**config.mk**
```make
export PLATFORM = sky130hd
export DESIGN_NAME = accum_stage_flat
export DESIGN_NICKNAME = d
export VERILOG_FILES = /design/src/rtl/accum_stage_if.sv /design/src/rtl/accum_stage.sv /design/src/flat_wrapper.sv
export SDC_FILE = /design/constraint.sdc
export NUM_CORES = 1
export LEC_CHECK = 0
export ABC_AREA = 1
export BUFFER_PORTS_ARGS = -buffer_cell sky130_fd_sc_hd__buf_2
export CAP_MARGIN = 30
export CORE_MARGIN = 2
export CORE_UTILIZATION = 61
export CTS_CLUSTER_DIAMETER = 50
export DETAILED_ROUTE_END_ITERATION = 8
export PLACE_DENSITY = 0.95
export SYNTH_ARGS = -nofsm -noshare
export SYNTH_HDL_FRONTEND = slang
export SYNTH_SLANG_ARGS = --single-unit
export TNS_END_PERCENT = 20
```
**constraint.sdc**
```tcl
create_clock -name CLK -period 4.5 [get_ports CLK]
set_input_delay 0.45 -clock CLK [delete_from_list [all_inputs] [get_ports CLK]]
set_output_delay 0.45 -clock CLK [all_outputs]
set_load 0.01 [all_outputs]
```
**src/rtl/accum_stage_if.sv**
```systemverilog
// Operand/result bundle for accum_stage.
// The master side drives the operand stream and controls; the slave side is the accumulator.
interface accum_stage_if #(
    parameter int WIDTH = 16,
    parameter int LEN_W = 8
);
    logic             CE;
    logic             START;
    logic [LEN_W-1:0] ACC_LEN;
    logic             IN_VALID;
    logic [WIDTH-1:0] OPERAND;
    logic             ADDSUB;
    logic             ADDER_CI;
    logic [WIDTH-1:0] ACC_OUT;
    logic             CO;
    logic             COCAS;
    logic             OVF;
    logic             OUT_VALID;
    logic             BUSY;

    modport master (
        output CE, START, ACC_LEN, IN_VALID, OPERAND, ADDSUB, ADDER_CI,
        input  ACC_OUT, CO, COCAS, OVF, OUT_VALID, BUSY
    );

    modport slave (
        input  CE, START, ACC_LEN, IN_VALID, OPERAND, ADDSUB, ADDER_CI,
        output ACC_OUT, CO, COCAS, OVF, OUT_VALID, BUSY
    );
endinterface

```
**src/rtl/accum_stage.sv**
```systemverilog
// Accumulates ACC_LEN add/sub samples per run and publishes the sum, carry and sticky overflow.
// Latency: result and OUT_VALID registered one cycle after the last accepted sample.
// Backpressure: none; IN_VALID gaps stall the run and CE low freezes every register.
module accum_stage #(
    parameter int WIDTH = 16,
    parameter int LEN_W = 8
) (
    input logic         CLK,
    input logic         RST_N,
    accum_stage_if.slave io
);
    localparam logic [1:0] ST_IDLE  = 2'd0;
    localparam logic [1:0] ST_ACCUM = 2'd1;
    localparam logic [1:0] ST_DONE  = 2'd2;

    logic [1:0]       state_q,     state_d;
    logic [WIDTH-1:0] acc_q,       acc_d;
    logic [LEN_W-1:0] cnt_q,       cnt_d;
    logic             ovf_int_q,   ovf_int_d;
    logic [WIDTH-1:0] acc_out_q,   acc_out_d;
    logic             co_q,        co_d;
    logic             ovf_q,       ovf_d;
    logic             out_valid_q, out_valid_d;

    logic [WIDTH-1:0] addend;
    logic [WIDTH:0]   sum;
    logic             add_ovf;

    always_comb begin
        addend  = io.ADDSUB ? ~io.OPERAND : io.OPERAND;
        sum     = {1'b0, acc_q} + {1'b0, addend} + {{WIDTH{1'b0}}, io.ADDER_CI};
        add_ovf = (acc_q[WIDTH-1] == addend[WIDTH-1]) && (sum[WIDTH-1] != acc_q[WIDTH-1]);

        state_d     = state_q;
        acc_d       = acc_q;
        cnt_d       = cnt_q;
        ovf_int_d   = ovf_int_q;
        acc_out_d   = acc_out_q;
        co_d        = co_q;
        ovf_d       = ovf_q;
        out_valid_d = 1'b0;

        // START wins in every state, which silently abandons any run in flight.
        if (io.START) begin
            state_d   = ST_ACCUM;
            acc_d     = '0;
            cnt_d     = (io.ACC_LEN == '0) ? LEN_W'(1) : io.ACC_LEN;
            ovf_int_d = 1'b0;
        end else begin
            case (state_q)
                ST_ACCUM: begin
                    if (io.IN_VALID) begin
                        acc_d     = sum[WIDTH-1:0];
                        cnt_d     = cnt_q - LEN_W'(1);
                        ovf_int_d = ovf_int_q | add_ovf;
                        if (cnt_q == LEN_W'(1)) begin
                            acc_out_d   = sum[WIDTH-1:0];
                            co_d        = sum[WIDTH];
                            ovf_d       = ovf_int_q | add_ovf;
                            out_valid_d = 1'b1;
                            state_d     = ST_DONE;
                        end
                    end
                end
                ST_DONE:  state_d = ST_IDLE;
                default:  state_d = ST_IDLE;
            endcase
        end
    end

    always_ff @(posedge CLK or negedge RST_N) begin
        if (!RST_N) begin
            state_q     <= ST_IDLE;
            acc_q       <= '0;
            cnt_q       <= '0;
            ovf_int_q   <= 1'b0;
            acc_out_q   <= '0;
            co_q        <= 1'b0;
            ovf_q       <= 1'b0;
            out_valid_q <= 1'b0;
        end else if (io.CE) begin
            state_q     <= state_d;
            acc_q       <= acc_d;
            cnt_q       <= cnt_d;
            ovf_int_q   <= ovf_int_d;
            acc_out_q   <= acc_out_d;
            co_q        <= co_d;
            ovf_q       <= ovf_d;
            out_valid_q <= out_valid_d;
        end
    end

    assign io.ACC_OUT   = acc_out_q;
    assign io.CO        = co_q;
    assign io.COCAS     = co_q;
    assign io.OVF       = ovf_q;
    assign io.OUT_VALID = out_valid_q;
    assign io.BUSY      = (state_q == ST_ACCUM);
endmodule

```
**src/flat_wrapper.sv**
```systemverilog
// flat-port wrapper written by rule: the top's interface ports become plain ports
module accum_stage_flat 
#(
    parameter int WIDTH = 16,
    parameter int LEN_W = 8
)
  (CLK, RST_N, io_CE, io_START, io_ACC_LEN, io_IN_VALID, io_OPERAND, io_ADDSUB, io_ADDER_CI, io_ACC_OUT, io_CO, io_COCAS, io_OVF, io_OUT_VALID, io_BUSY);
  accum_stage_if #(.WIDTH(WIDTH), .LEN_W(LEN_W)) io_i ();
  input logic CLK;
  input logic RST_N;
  input wire logic [$bits(io_i.CE)-1:0] io_CE;
  input wire logic [$bits(io_i.START)-1:0] io_START;
  input wire logic [$bits(io_i.ACC_LEN)-1:0] io_ACC_LEN;
  input wire logic [$bits(io_i.IN_VALID)-1:0] io_IN_VALID;
  input wire logic [$bits(io_i.OPERAND)-1:0] io_OPERAND;
  input wire logic [$bits(io_i.ADDSUB)-1:0] io_ADDSUB;
  input wire logic [$bits(io_i.ADDER_CI)-1:0] io_ADDER_CI;
  output wire logic [$bits(io_i.ACC_OUT)-1:0] io_ACC_OUT;
  output wire logic [$bits(io_i.CO)-1:0] io_CO;
  output wire logic [$bits(io_i.COCAS)-1:0] io_COCAS;
  output wire logic [$bits(io_i.OVF)-1:0] io_OVF;
  output wire logic [$bits(io_i.OUT_VALID)-1:0] io_OUT_VALID;
  output wire logic [$bits(io_i.BUSY)-1:0] io_BUSY;
  assign io_i.CE = io_CE;
  assign io_i.START = io_START;
  assign io_i.ACC_LEN = io_ACC_LEN;
  assign io_i.IN_VALID = io_IN_VALID;
  assign io_i.OPERAND = io_OPERAND;
  assign io_i.ADDSUB = io_ADDSUB;
  assign io_i.ADDER_CI = io_ADDER_CI;
  assign io_ACC_OUT = io_i.ACC_OUT;
  assign io_CO = io_i.CO;
  assign io_COCAS = io_i.COCAS;
  assign io_OVF = io_i.OVF;
  assign io_OUT_VALID = io_i.OUT_VALID;
  assign io_BUSY = io_i.BUSY;
  accum_stage #(.WIDTH(WIDTH), .LEN_W(LEN_W)) u_core (.CLK(CLK), .RST_N(RST_N), .io(io_i));
endmodule
```
; Yosys cells after proc, flatten, opt, wreduce, memory -nomap -nowiden
; Cells that the tools add are included.
[word_totals]
output_inout_bits = 21
ff_bits = 46
[classes]
n_mux = 19
n_eq_ne = 6
bitwise_logic = 3
n_reduce_logical = 7
add_sub_neg = 3
[op_table]
columns = cell, count
row1 = $mux W16, 4
row2 = $mux W8, 4
row3 = $add A16 B16 Y17, 1
row4 = $add A17 B1 Y17, 1
row5 = $not A16 Y16, 1
row6 = $eq A8 B1 Y1 const B, 1
row7 = $logic_not A8 Y1, 1
row8 = $mux W2, 4
row9 = $sub A8 B1 Y8 const B, 1
row10 = $mux W1, 7
row11 = $reduce_and A3 Y1, 2
row12 = $reduce_and A5 Y1, 1
row13 = $reduce_bool A2 Y1, 2
row14 = $ne A3 B2 Y1 const B, 1
row15 = $ne A3 B3 Y1 const B, 1
row16 = $eq A2 B1 Y1 const B, 1
row17 = $eq A1 B1 Y1, 1
row18 = $logic_and A1 B1 Y1, 1
row19 = $ne A1 B1 Y1, 1
row20 = $not A1 Y1, 1
row21 = $or A1 B1 Y1, 1

; Longest topological paths before layout
; Gate-level depths: netlist of the first run.
[depth]
word_depth = 10
ltp_mapped = 16
ltp_nobuf = 14

; Least setup slack after synthesis of the first run
; OpenSTA, ideal clock, no wires.
[synth_path]
path_type = input to register
startpoint = input port io_ADDSUB
endpoint = register u_core.acc_q[12]
path_stages = 15
arrival_time_ps = 2407
setup_ps = 117
path_slack_ps = 1975
t_required_ps = 4383
cell_sequence = buf_2 > buf_2 > xnor2_1 > fa_1 > inv_1 > fa_1 > nand2_1 > nand2_1 > o21ai_2 > inv_1 > nand3_1 > nand3_1 > or2_1 > nand3_1 > nand2_1
[synth_via]
elab_chain_len = 6
[synth_rtl]
columns = element, line
row1 = start: declaration, flat_wrapper.sv:16  ; input wire logic [$bits(io_i.ADDSUB)-1:0] io_ADDSUB;
row2 = $mux W16, accum_stage.sv:30  ; addend = io.ADDSUB ? ~io.OPERAND : io.OPERAND;
row3 = $add A16 B16 Y17, accum_stage.sv:31  ; sum = {1'b0, acc_q} + {1'b0, addend} + {{WIDTH{1'b0}}, io.ADDER_CI};
row4 = $add A17 B1 Y17, accum_stage.sv:31
row5 = $mux W16, accum_stage.sv:52  ; if (io.IN_VALID) begin
row6 = $mux W16, accum_stage.sv:50  ; case (state_q)
row7 = $mux W16, accum_stage.sv:44  ; if (io.START) begin
row8 = end signal: assignment, accum_stage.sv:74  ; acc_q <= '0;
row9 = end signal: assignment, accum_stage.sv:83  ; acc_q <= acc_d;
row10 = end: declaration, accum_stage.sv:17  ; logic [WIDTH-1:0] acc_q, acc_d;
; No other way between the ends. The select of a mux whose other input is x is not followed.
; A chain may end at the register's enable or synchronous reset.

; Worst setup path after layout of the first run
[layout_path]
startpoint = input port io_ADDSUB
endpoint = register u_core.acc_q[10]
; Same word-level chain as after synthesis.

==> results of run 1 <==
[where the power goes]
part           internal [W]  switching (W)  total [W]
sequential         0.000458      0.0000287   0.000487
clock              0.000164       0.000142   0.000305
combinational      0.000144       0.000249   0.000393
total              0.000766       0.000419    0.00119
[worst max-delay path by stage]
stage | start | cells after the start | slack (ns) | end
detailed placement | io_ADDSUB | 14 | 1.73 | u_core.acc_q[10]$_DFFE_PN0P_
finish | io_ADDSUB | 14 | 2.04 | u_core.acc_q[10]$_DFFE_PN0P_
CTS | io_ADDSUB | 14 | 2.05 | u_core.acc_q[10]$_DFFE_PN0P_
floorplan | io_ADDSUB | 15 | 1.98 | u_core.acc_q[12]$_DFFE_PN0P_
global route | io_ADDSUB | 14 | 1.90 | u_core.acc_q[10]$_DFFE_PN0P_
global placement | io_ADDSUB | 14 | 1.91 | u_core.io.ACC_OUT[12]$_DFFE_PN0P_
[sequential cells by signal (all words and copies together), names as in the netlist]
name,count
u_core.io.ACC_OUT,16
u_core.acc_q,16
u_core.cnt_q,8
u_core.io.OUT_VALID,1
u_core.state_q,2
u_core.io.CO,1
u_core.io.OVF,1
u_core.ovf_int_q,1
[kinds of logic after synthesis]
| kind of cell | count (synthesis) | share of synthesized area |
|---|---|---|
| buffers and inverters | 54 | 0.0772 |
| xor gates and xnor gates | 25 | 0.0743 |
| adders and majority gates | 19 | 0.0830 |
| AOI/OAI and AO/OA | 69 | 0.130 |
| and+or+nand+nor | 179 | 0.258 |
| DFF | 46 | 0.378 |
[per-layer routing]
metal	vias up	share of wire	global-route usage
li1	1370	-	-
met1	1284	0.43	0.324
met2	82	0.51	0.465
met3	11	0.039	0.0348
met4	0	0.016	0.111
met5	-	0	0
[worst max-delay path, cell delays in order]
cell and delay, ns:
buf_2 0.40, xnor2_1 0.21, fa_1 0.21, inv_1 0.07, fa_1 0.41, nand2_1 0.08, nand2_1 0.06, o21ai_2 0.09
o21ai_2 0.12, a21oi_1 0.28, inv_1 0.08, nand2_1 0.08, nand3_1 0.07, nand2_1 0.09
[stage by stage]
step / setup slack (ns) / total power (W) / util / instance area [um2] / hold WS [ns]
floorplan: 1.98 / 0.000778 / - / 3050 / 0.154
global placement: 1.91 / 0.000861 / 0.697 / 3310 / 0.458
detailed placement: 1.73 / 0.000882 / 0.701 / 3330 / 0.405
CTS: 2.05 / 0.00119 / 0.724 / 3440 / 0.0776
global route: 1.90 / 0.00126 / 0.724 / 3440 / 0.0979
finish: 2.04 / 0.00119 / 0.724 / 3440 / 0.0657
[cells in the mapped netlist, drive strengths merged]
library cell | instances | area [um2]
or2 | 3 | 18.8
inv | 42 | 158
o21bai | 1 | 7.51
nand3b | 4 | 30.0
o21a | 2 | 15.0
xnor2 | 5 | 43.8
nand3 | 28 | 145
a21oi | 16 | 87.6
nor3 | 3 | 15.0
xor2 | 20 | 183
a31oi | 3 | 18.8
and2 | 1 | 6.26
and3 | 1 | 6.26
o21ai | 39 | 206
nand2 | 113 | 432
buf | 10 | 70.1
o22ai | 4 | 25.0
fa | 2 | 40.0
ha | 17 | 213
o211ai | 2 | 15.0
nand4 | 4 | 25.0
dfrtp | 46 | 1150
a22o | 1 | 8.76
a21boi | 1 | 11.3
nor2 | 22 | 108
clkbuf | 1 | 3.75
clkinv | 1 | 3.75
[area by class of cell]
cell class / instances / area (um2) / share of cell area
multi-input combinational: 292 / 1660 / 0.483
sequential: 46 / 1150 / 0.335
timing repair buffer: 52 / 275 / 0.0800
inverter: 43 / 161 / 0.0469
tap: 67 / 83.8 / 0.0244
clock buffer: 5 / 68.8 / 0.0200
clock inverter: 3 / 40.0 / 0.0116
==> impl_metrics.env, run 1 <==
export IMPL_hold_viol=0
export IMPL_period_needed_ns=2.46
export IMPL_rows=25
export IMPL_numCtsBuffers=5
export IMPL_synth_nets=442
export IMPL_cellPowerDensity_nw_per_um2=344
export IMPL_gp_congestion=0.942
export IMPL_die_y_um=74.7
export IMPL_diodes=0
export IMPL_num_vias=2747
export IMPL_cts_root_buf="clkbuf_8"
export IMPL_clk_path_buf_depth=2
export IMPL_vias_per_cell=5.41
export IMPL_core_area_um2=4750
export IMPL_tritoncts="yes"
export IMPL_nNetsFinal=490
export IMPL_grt_total_usage=0.263
export IMPL_synthToLayoutAreaGrowth_pct=12.9
export IMPL_synth_avg_cell_area_um2=7.77
export IMPL_tightest_slew_ns=0.559
export IMPL_yosys_warnings=0
export IMPL_numClockSinks=46
export IMPL_outcome="finished clean"
export IMPL_place_hpwl_um=5260
export IMPL_min_period_over_period=0.546
export IMPL_synth_area_um2=3050
export IMPL_crit_required_ns=4.75
export IMPL_seq_area_frac_synth=0.378
export IMPL_final_cell_mix="nand2_1, buf_2, dfrtp_1"
export IMPL_first_pass_iters=4
export IMPL_slew_violations=0
export IMPL_clk_pin_slew_ns=0.09
export IMPL_dp_cells=500
export IMPL_ys_seq_elements=46
export IMPL_synth_cell_types=38
export IMPL_r2r_end="u_core.io.ACC_OUT[6]$_DFFE_PN0P_"
export IMPL_fin_tns_setup_ns=0
export IMPL_syn_instance_count=392
export IMPL_clkLatencyLatePin_ns=0.30
export IMPL_grt_pass1_wl_um=11300
export IMPL_cts_hold_fix_buffers=0
export IMPL_overflow=0
export IMPL_rsz0062_at_grt="no"
export IMPL_drc=0
export IMPL_cts_resized=0
export IMPL_fin_skew_ns=0.00788
export IMPL_finalSetupViolCount=0
export IMPL_grt_max_degree=31
export IMPL_critPathArrivalTime_ns=2.71
export IMPL_htree_levels=2
export IMPL_drtIter0Drc=134
export IMPL_hold_path_class="in2async"
export IMPL_start_util=0.641
export IMPL_end_kind="flip-flop"
export IMPL_ir_drop_v=0.000211
export IMPL_die_w_um=74.7
export IMPL_crit_type="in2reg"
export IMPL_num_fill_cells=392
export IMPL_slew_limit_headroom=0.627
export IMPL_wl_per_cell_um=13.6
export IMPL_worstPathMaxFanout=16
export IMPL_io_pins=52
export IMPL_reg2reg_slack_ns=2.31
export IMPL_final_common_cell="nand2_1"
export IMPL_maxCapViolations=0
export IMPL_worstRegToRegCells=8
export IMPL_post_cts_buffers=0
export IMPL_p_leak_nw=1.89
export IMPL_antenna_found_initial=0
export IMPL_ant_nets=0
export IMPL_fmax_mhz=407
export IMPL_die_area_um2=5580
export IMPL_crit_path_start_kind="input port"
export IMPL_r2r_start="u_core.state_q[1]$_DFFE_PN0P_"
export IMPL_drive_above_1_share=0.181
export IMPL_final_cells=508
export IMPL_io_buffers=51
export IMPL_wirelength_um=6930
export IMPL_grt_pass1_vias=2615
Note: power is estimated with default switching activity, not from simulation.
==> inputs of run 2 (changes only) <==
ABC_AREA = 0   (was 1)
CORE_UTILIZATION = 56   (was 61)
PLACE_DENSITY = 0.91   (was 0.95)
clock period = 2.3 ns   (was 4.5 ns; I/O delays follow)
==> run 2 against run 1 <==
Effect of this change: the flow now finishes with violations (setup timing); critical path depth fell by 6; clock skew barely moved; first-iteration DRC count rose by 31%; sequential power rose by 120%; register-to-register slack got worse by 2.4 ns; via count fell by 4.4%; sequential cell count did not move; critical path type is now reg2reg.
==> impl_metrics.env, run 2 <==
export IMPL_outcome="finished with violations"
export IMPL_violations="setup timing"
export IMPL_fin_skew_ns=0.00814
export IMPL_synth_avg_cell_area_um2=9.30
export IMPL_clk_path_buf_depth=2
export IMPL_synth_area_um2=2800
export IMPL_crit_required_ns=2.49
export IMPL_yosys_area_top_type="dfrtp_1"
export IMPL_yosys_warnings=0
export IMPL_num_vias=2625
export IMPL_diodes=0
export IMPL_tritoncts="yes"
export IMPL_dp_slack_ns=-0.207
export IMPL_rsz0062_at_grt="yes"
export IMPL_clkLatencyLatePin_ns=0.31
export IMPL_ys_async_sr_fraction=1.00
export IMPL_synthTopCellsByCount="nand2_1, dfrtp_1, a21oi_1"
export IMPL_hold_viol=0
export IMPL_syn_instance_count=301
export IMPL_p_leak_nw=1.77
export IMPL_start_util=0.585
export IMPL_ir_drop_v=0.000732
export IMPL_yosysMostFrequentCell="nand2_1"
export IMPL_rows=25
export IMPL_htree_levels=2
export IMPL_finalSetupViolCount=4
export IMPL_fin_util=0.735
export IMPL_hold_slack_ns=0.219
export IMPL_min_period_over_period=1.03
export IMPL_die_w_um=74.7
export IMPL_grt_pass1_vias=2607
export IMPL_slew_limit_headroom=0.548
export IMPL_synth_top_area_share=0.411
export IMPL_hold_path_class="in2reg"
export IMPL_vias_per_cell=5.86
export IMPL_period_needed_ns=2.36
export IMPL_first_pass_iters=5
export IMPL_worstPathMaxFanout=4
export IMPL_synth_nets=351
export IMPL_numCtsBuffers=5
export IMPL_fmax_mhz=423
export IMPL_nNetsFinal=430
export IMPL_numClockSinks=46
export IMPL_synthToLayoutAreaGrowth_pct=25.7
export IMPL_final_common_cell="buf_2"
export IMPL_crit_start="u_core.acc_q[4]$_DFFE_PN0P_"
export IMPL_cellPowerDensity_nw_per_um2=864
export IMPL_io_pins=52
export IMPL_wirelength_um=7270
export IMPL_tightest_slew_ns=0.678
export IMPL_gp_congestion=0.907
export IMPL_synth_flop_cell="dfrtp_1"
export IMPL_overflow=0
export IMPL_final_cell_mix="buf_2, nand2_1, dfrtp_1"
export IMPL_crit_type="reg2reg"
export IMPL_end_kind="flip-flop"
export IMPL_final_cells=448
export IMPL_seq_area_frac_synth=0.411
export IMPL_grt_pass1_wl_um=11700
export IMPL_core_area_um2=4790
export IMPL_grt_total_usage=0.281
export IMPL_antenna_found_initial=0
export IMPL_ys_seq_elements=46
export IMPL_min_from="io_ACC_LEN[3]"
export IMPL_drive_above_1_share=0.297
export IMPL_reg2reg_slack_ns=-0.06
export IMPL_dp_cells=437
export IMPL_cts_root_buf="clkbuf_8"
export IMPL_io_buffers=51
export IMPL_drtIter0Drc=175
export IMPL_die_area_um2=5580
export IMPL_critPathArrivalTime_ns=2.55
export IMPL_synth_edff_count=0
export IMPL_slew_violations=0
export IMPL_maxCapViolations=0
export IMPL_synth_area_leaders="dfrtp_1, ha_1, nand2_1"
export IMPL_fin_tns_setup_ns=-0.105
export IMPL_die_y_um=74.7
export IMPL_synth_cell_types=42
export IMPL_wl_per_cell_um=16.2
export IMPL_r2r_start="u_core.acc_q[4]$_DFFE_PN0P_"
export IMPL_worst_slack_ns=-0.0623
export IMPL_drc=0
export IMPL_crit_path_start_kind="flip-flop"
export IMPL_grt_max_degree=27
export IMPL_clk_pin_slew_ns=0.09
export IMPL_place_hpwl_um=5080
export IMPL_ant_nets=0
[run 2: what timing repair did]
action,4_1_cts,5_1_grt
pin swaps,6,1
endpoints found under the setup margin,4,15
resized for setup,3,3
setup buffers,1,1
hold endpoints to repair,20,0
hold buffers,1,0
[run 2: stage by stage]
| stage | cell area [um2] | power (W) |
|---|---|---|
| 2_1_floorplan | 2870 | 0.00189 |
| 3_3_place_gp | 3360 | 0.00228 |
| 3_5_place_dp | 3360 | 0.00233 |
| 4_1_cts | 3500 | 0.00298 |
| 5_1_grt | 3520 | 0.00322 |
| 6_report | 3520 | 0.00304 |
[run 2: layout make-up]
cell class	count	area, um2
sequential	46	1150
tap	67	83.8
fill	361	1270
clock inverter	3	40.0
multi-input combinational	235	1620
clock buffer	5	68.8
inverter	7	26.3
timing repair buffer	85	526
[run 2: worst paths after layout]
path,cells after the start,end
setup / recovery,8,u_core.io.ACC_OUT[11]$_DFFE_PN0P_
hold / removal,3,u_core.cnt_q[3]$_DFFE_PN0P_
setup reg to reg,8,u_core.io.ACC_OUT[11]$_DFFE_PN0P_
hold reg to reg,2,u_core.io.ACC_OUT[2]$_DFFE_PN0P_
max in group asynchronous,3,u_core.state_q[0]$_DFFE_PN0P_
min in group asynchronous,2,u_core.io.ACC_OUT[13]$_DFFE_PN0P_
[run 2: where the power goes]
| part | total [W] | switching (W) | leakage [nW] | internal [W] |
|---|---|---|---|---|
| combinational | 0.00138 | 0.000735 | 1.10 | 0.000645 |
| clock | 0.000600 | 0.000280 | 0.0579 | 0.000320 |
| sequential | 0.00106 | 0.000115 | 0.610 | 0.000945 |
| total | 0.00304 | 0.00113 | 1.77 | 0.00191 |
[run 2: kinds of logic after synthesis]
family / synth area share
and+or+nand+nor: 0.165
muxes: 0.0161
adders and majority gates: 0.0903
AOI/OAI and AO/OA: 0.194
buffers and inverters: 0.0286
xor gates and xnor gates: 0.0939
DFF: 0.411
[run 2: routing by layer]
layer	wire, um	share of wire	vias to the layer above	GRT usage
met1	3080	0.42	1235	0.352
met5	0	0	-	0
li1	-	-	1240	-
met3	431	0.059	22	0.0442
met4	166	0.023	0	0.117
met2	3600	0.49	128	0.485
[run 2: worst max-delay path: stages (launching register included)]
cell,delay (ns)
dfrtp_1,0.40
ha_1,0.31
a21o_1,0.21
a31oi_1,0.24
a211oi_2,0.11
buf_4,0.17
o31ai_1,0.35
xnor2_1,0.17
mux2_2,0.29
==> inputs of run 3 (changes only) <==
clock period = 2.7 ns   (was 2.3 ns; I/O delays follow)
==> run 3 against run 2 <==
Effect of this change: the flow now finishes without violations; critical path depth grew 2; first-iteration DRC count up 4.6%; sequential share of layout area increased by 2.2 points; setup slack improved by 0.29 ns; clock skew up 0.0052 ns; combinational power down 31%; critical path type unchanged; largest power group unchanged.
==> impl_metrics.env, run 3 (same netlist as run 2, synthesis figures left out) <==
export IMPL_hold_path_class="in2reg"
export IMPL_maxCapViolations=0
export IMPL_path_buf_inv=2
export IMPL_die_area_um2=5580
export IMPL_cts_root_buf="clkbuf_8"
export IMPL_clk_pin_slew_ns=0.09
export IMPL_fin_skew_ns=0.0134
export IMPL_grt_max_degree=29
export IMPL_ant_nets=0
export IMPL_ir_drop_v=0.000446
export IMPL_wl_per_cell_um=15.2
export IMPL_p_total_w=0.00238
export IMPL_final_cells=423
export IMPL_multiInputGateArea_um2=1590
export IMPL_io_buffers=51
export IMPL_drive_above_1_share=0.222
export IMPL_regArea_um2=1150
export IMPL_nNetsFinal=405
export IMPL_grt_pass1_vias=2378
export IMPL_io_pins=52
export IMPL_end_kind="flip-flop"
export IMPL_fin_util=0.689
export IMPL_drtIter0Drc=183
export IMPL_finalSetupViolCount=0
export IMPL_min_from="io_ACC_LEN[4]"
export IMPL_slew_limit_headroom=0.582
export IMPL_critPathArrivalTime_ns=2.65
export IMPL_rsz0062_at_grt="no"
export IMPL_slew_violations=0
export IMPL_numClockSinks=46
export IMPL_outcome="finished clean"
export IMPL_first_pass_iters=4
export IMPL_htree_levels=2
export IMPL_core_area_um2=4790
export IMPL_cp_cell_sequence="inv_1 -> fa_1 -> inv_1 -> fa_1 -> a21o_1 -> a221oi_4 -> o31a_1 -> o21ai_0 -> xnor2_1 -> o21ai_0"
export IMPL_fmax_mhz=405
export IMPL_vias_per_cell=5.79
export IMPL_num_vias=2450
export IMPL_min_period_over_period=0.915
export IMPL_tightest_slew_ns=0.627
export IMPL_hold_slack_ns=0.248
export IMPL_cp_top_family="compound AO/OA/AOI/OAI gates"
export IMPL_overflow=0
export IMPL_drc=0
export IMPL_place_hpwl_um=4910
export IMPL_antenna_found_initial=0
export IMPL_gp_congestion=0.908
export IMPL_numCtsBuffers=5
export IMPL_crit_required_ns=2.88
export IMPL_num_fill_cells=377
export IMPL_final_common_cell="buf_2"
export IMPL_critPathSlowestCell="fa_1"
export IMPL_p_leak_nw=1.63
export IMPL_diodes=0
export IMPL_clk_path_buf_depth=2
export IMPL_cellPowerDensity_nw_per_um2=722
export IMPL_wirelength_um=6440
export IMPL_synthToLayoutAreaGrowth_pct=17.8
export IMPL_start_util=0.585
export IMPL_crit_path_start_kind="flip-flop"
export IMPL_clkLatencyLatePin_ns=0.31
export IMPL_die_y_um=74.7
export IMPL_final_cell_mix="buf_2, nand2_1, dfrtp_1"
export IMPL_worst_slack_ns=0.230
export IMPL_grt_total_usage=0.254
export IMPL_worstPathMaxFanout=3
export IMPL_die_w_um=74.7
export IMPL_dp_slack_ns=-0.0209
export IMPL_rows=25
export IMPL_dp_cells=414
export IMPL_crit_start="u_core.acc_q[0]$_DFFE_PN0P_"
export IMPL_r2r_start="u_core.acc_q[0]$_DFFE_PN0P_"
export IMPL_period_needed_ns=2.47
export IMPL_hold_viol=0
export IMPL_grt_pass1_wl_um=10800
export IMPL_tritoncts="yes"
export IMPL_cp_slowest_stage_delay_ns=0.41
export IMPL_crit_type="reg2reg"
==> run 3: cell types whose count changed in the layout (fill, tap and decap cells not counted), moves of 2 or more <==
cell        change
fa_1            +2
fa_2            -2
inv_1           +2
o21ai_1         -5
inv_2           -2
buf_4          -25
o21ai_0         +5
clkinv_2        -2
xnor2_1         +2
clkinvlp_4      +2
==> run 3: final timing paths <==
kind | slack [ns] | depth (start not counted) | to
worst max-delay path | 0.23 | 10 | u_core.acc_q[12]$_DFFE_PN0P_
worst min-delay path | 0.25 | 3 | u_core.cnt_q[4]$_DFFE_PN0P_
worst max register to register | 0.23 | 10 | u_core.acc_q[12]$_DFFE_PN0P_
worst min register to register | 0.48 | 2 | u_core.io.ACC_OUT[5]$_DFFE_PN0P_
max in group asynchronous | 1.77 | 3 | u_core.io.ACC_OUT[1]$_DFFE_PN0P_
min in group asynchronous | 0.43 | 2 | u_core.acc_q[11]$_DFFE_PN0P_
==> run 3: what timing repair did <==
item	in CTS	in global routing
setup endpoints to repair	0	1
endpoints found under the hold margin	18	0
hold buffers	1	0
buffers inserted	0	0
gates resized for setup	0	1
==> run 3: layer usage <==
| layer | up-vias | GRT usage | routed length (um) |
|---|---|---|---|
| li1 | 1186 | - | - |
| met2 | 87 | 0.419 | 3130 |
| met5 | - | 0 | 0 |
| met1 | 1161 | 0.331 | 2810 |
| met4 | 0 | 0.0853 | 104 |
| met3 | 16 | 0.0616 | 403 |
==> run 3: worst min-delay path, delay by kind of cell <==
family	cells	cell delay, ns
compound gates	2	0.17
buf+inv	1	0.09
==> run 3: where the power goes <==
group | internal (W) | leakage (nW) | switching [W] | total (W)
clock | 0.000275 | 0.0504 | 0.000249 | 0.000524
combinational | 0.000410 | 0.972 | 0.000547 | 0.000957
sequential | 0.000805 | 0.610 | 0.0000961 | 0.000901
total | 0.00149 | 1.63 | 0.000892 | 0.00238
==> run 3: stage by stage <==
stage / instance area [um2] / TNS, ns
after global placement: 3140 / 0
after floorplan: 2810 / 0
after CTS: 3290 / 0
after global routing: 3300 / 0
after detailed placement: 3160 / -0.0351
final: 3300 / 0
==> run 3: final cells by class <==
type	count	area share
tap	67	0.0254
multi-input combinational	235	0.481
clock buffer	5	0.0209
clock inverter	3	0.0137
sequential	46	0.349
timing repair buffer	60	0.102
inverter	7	0.00797
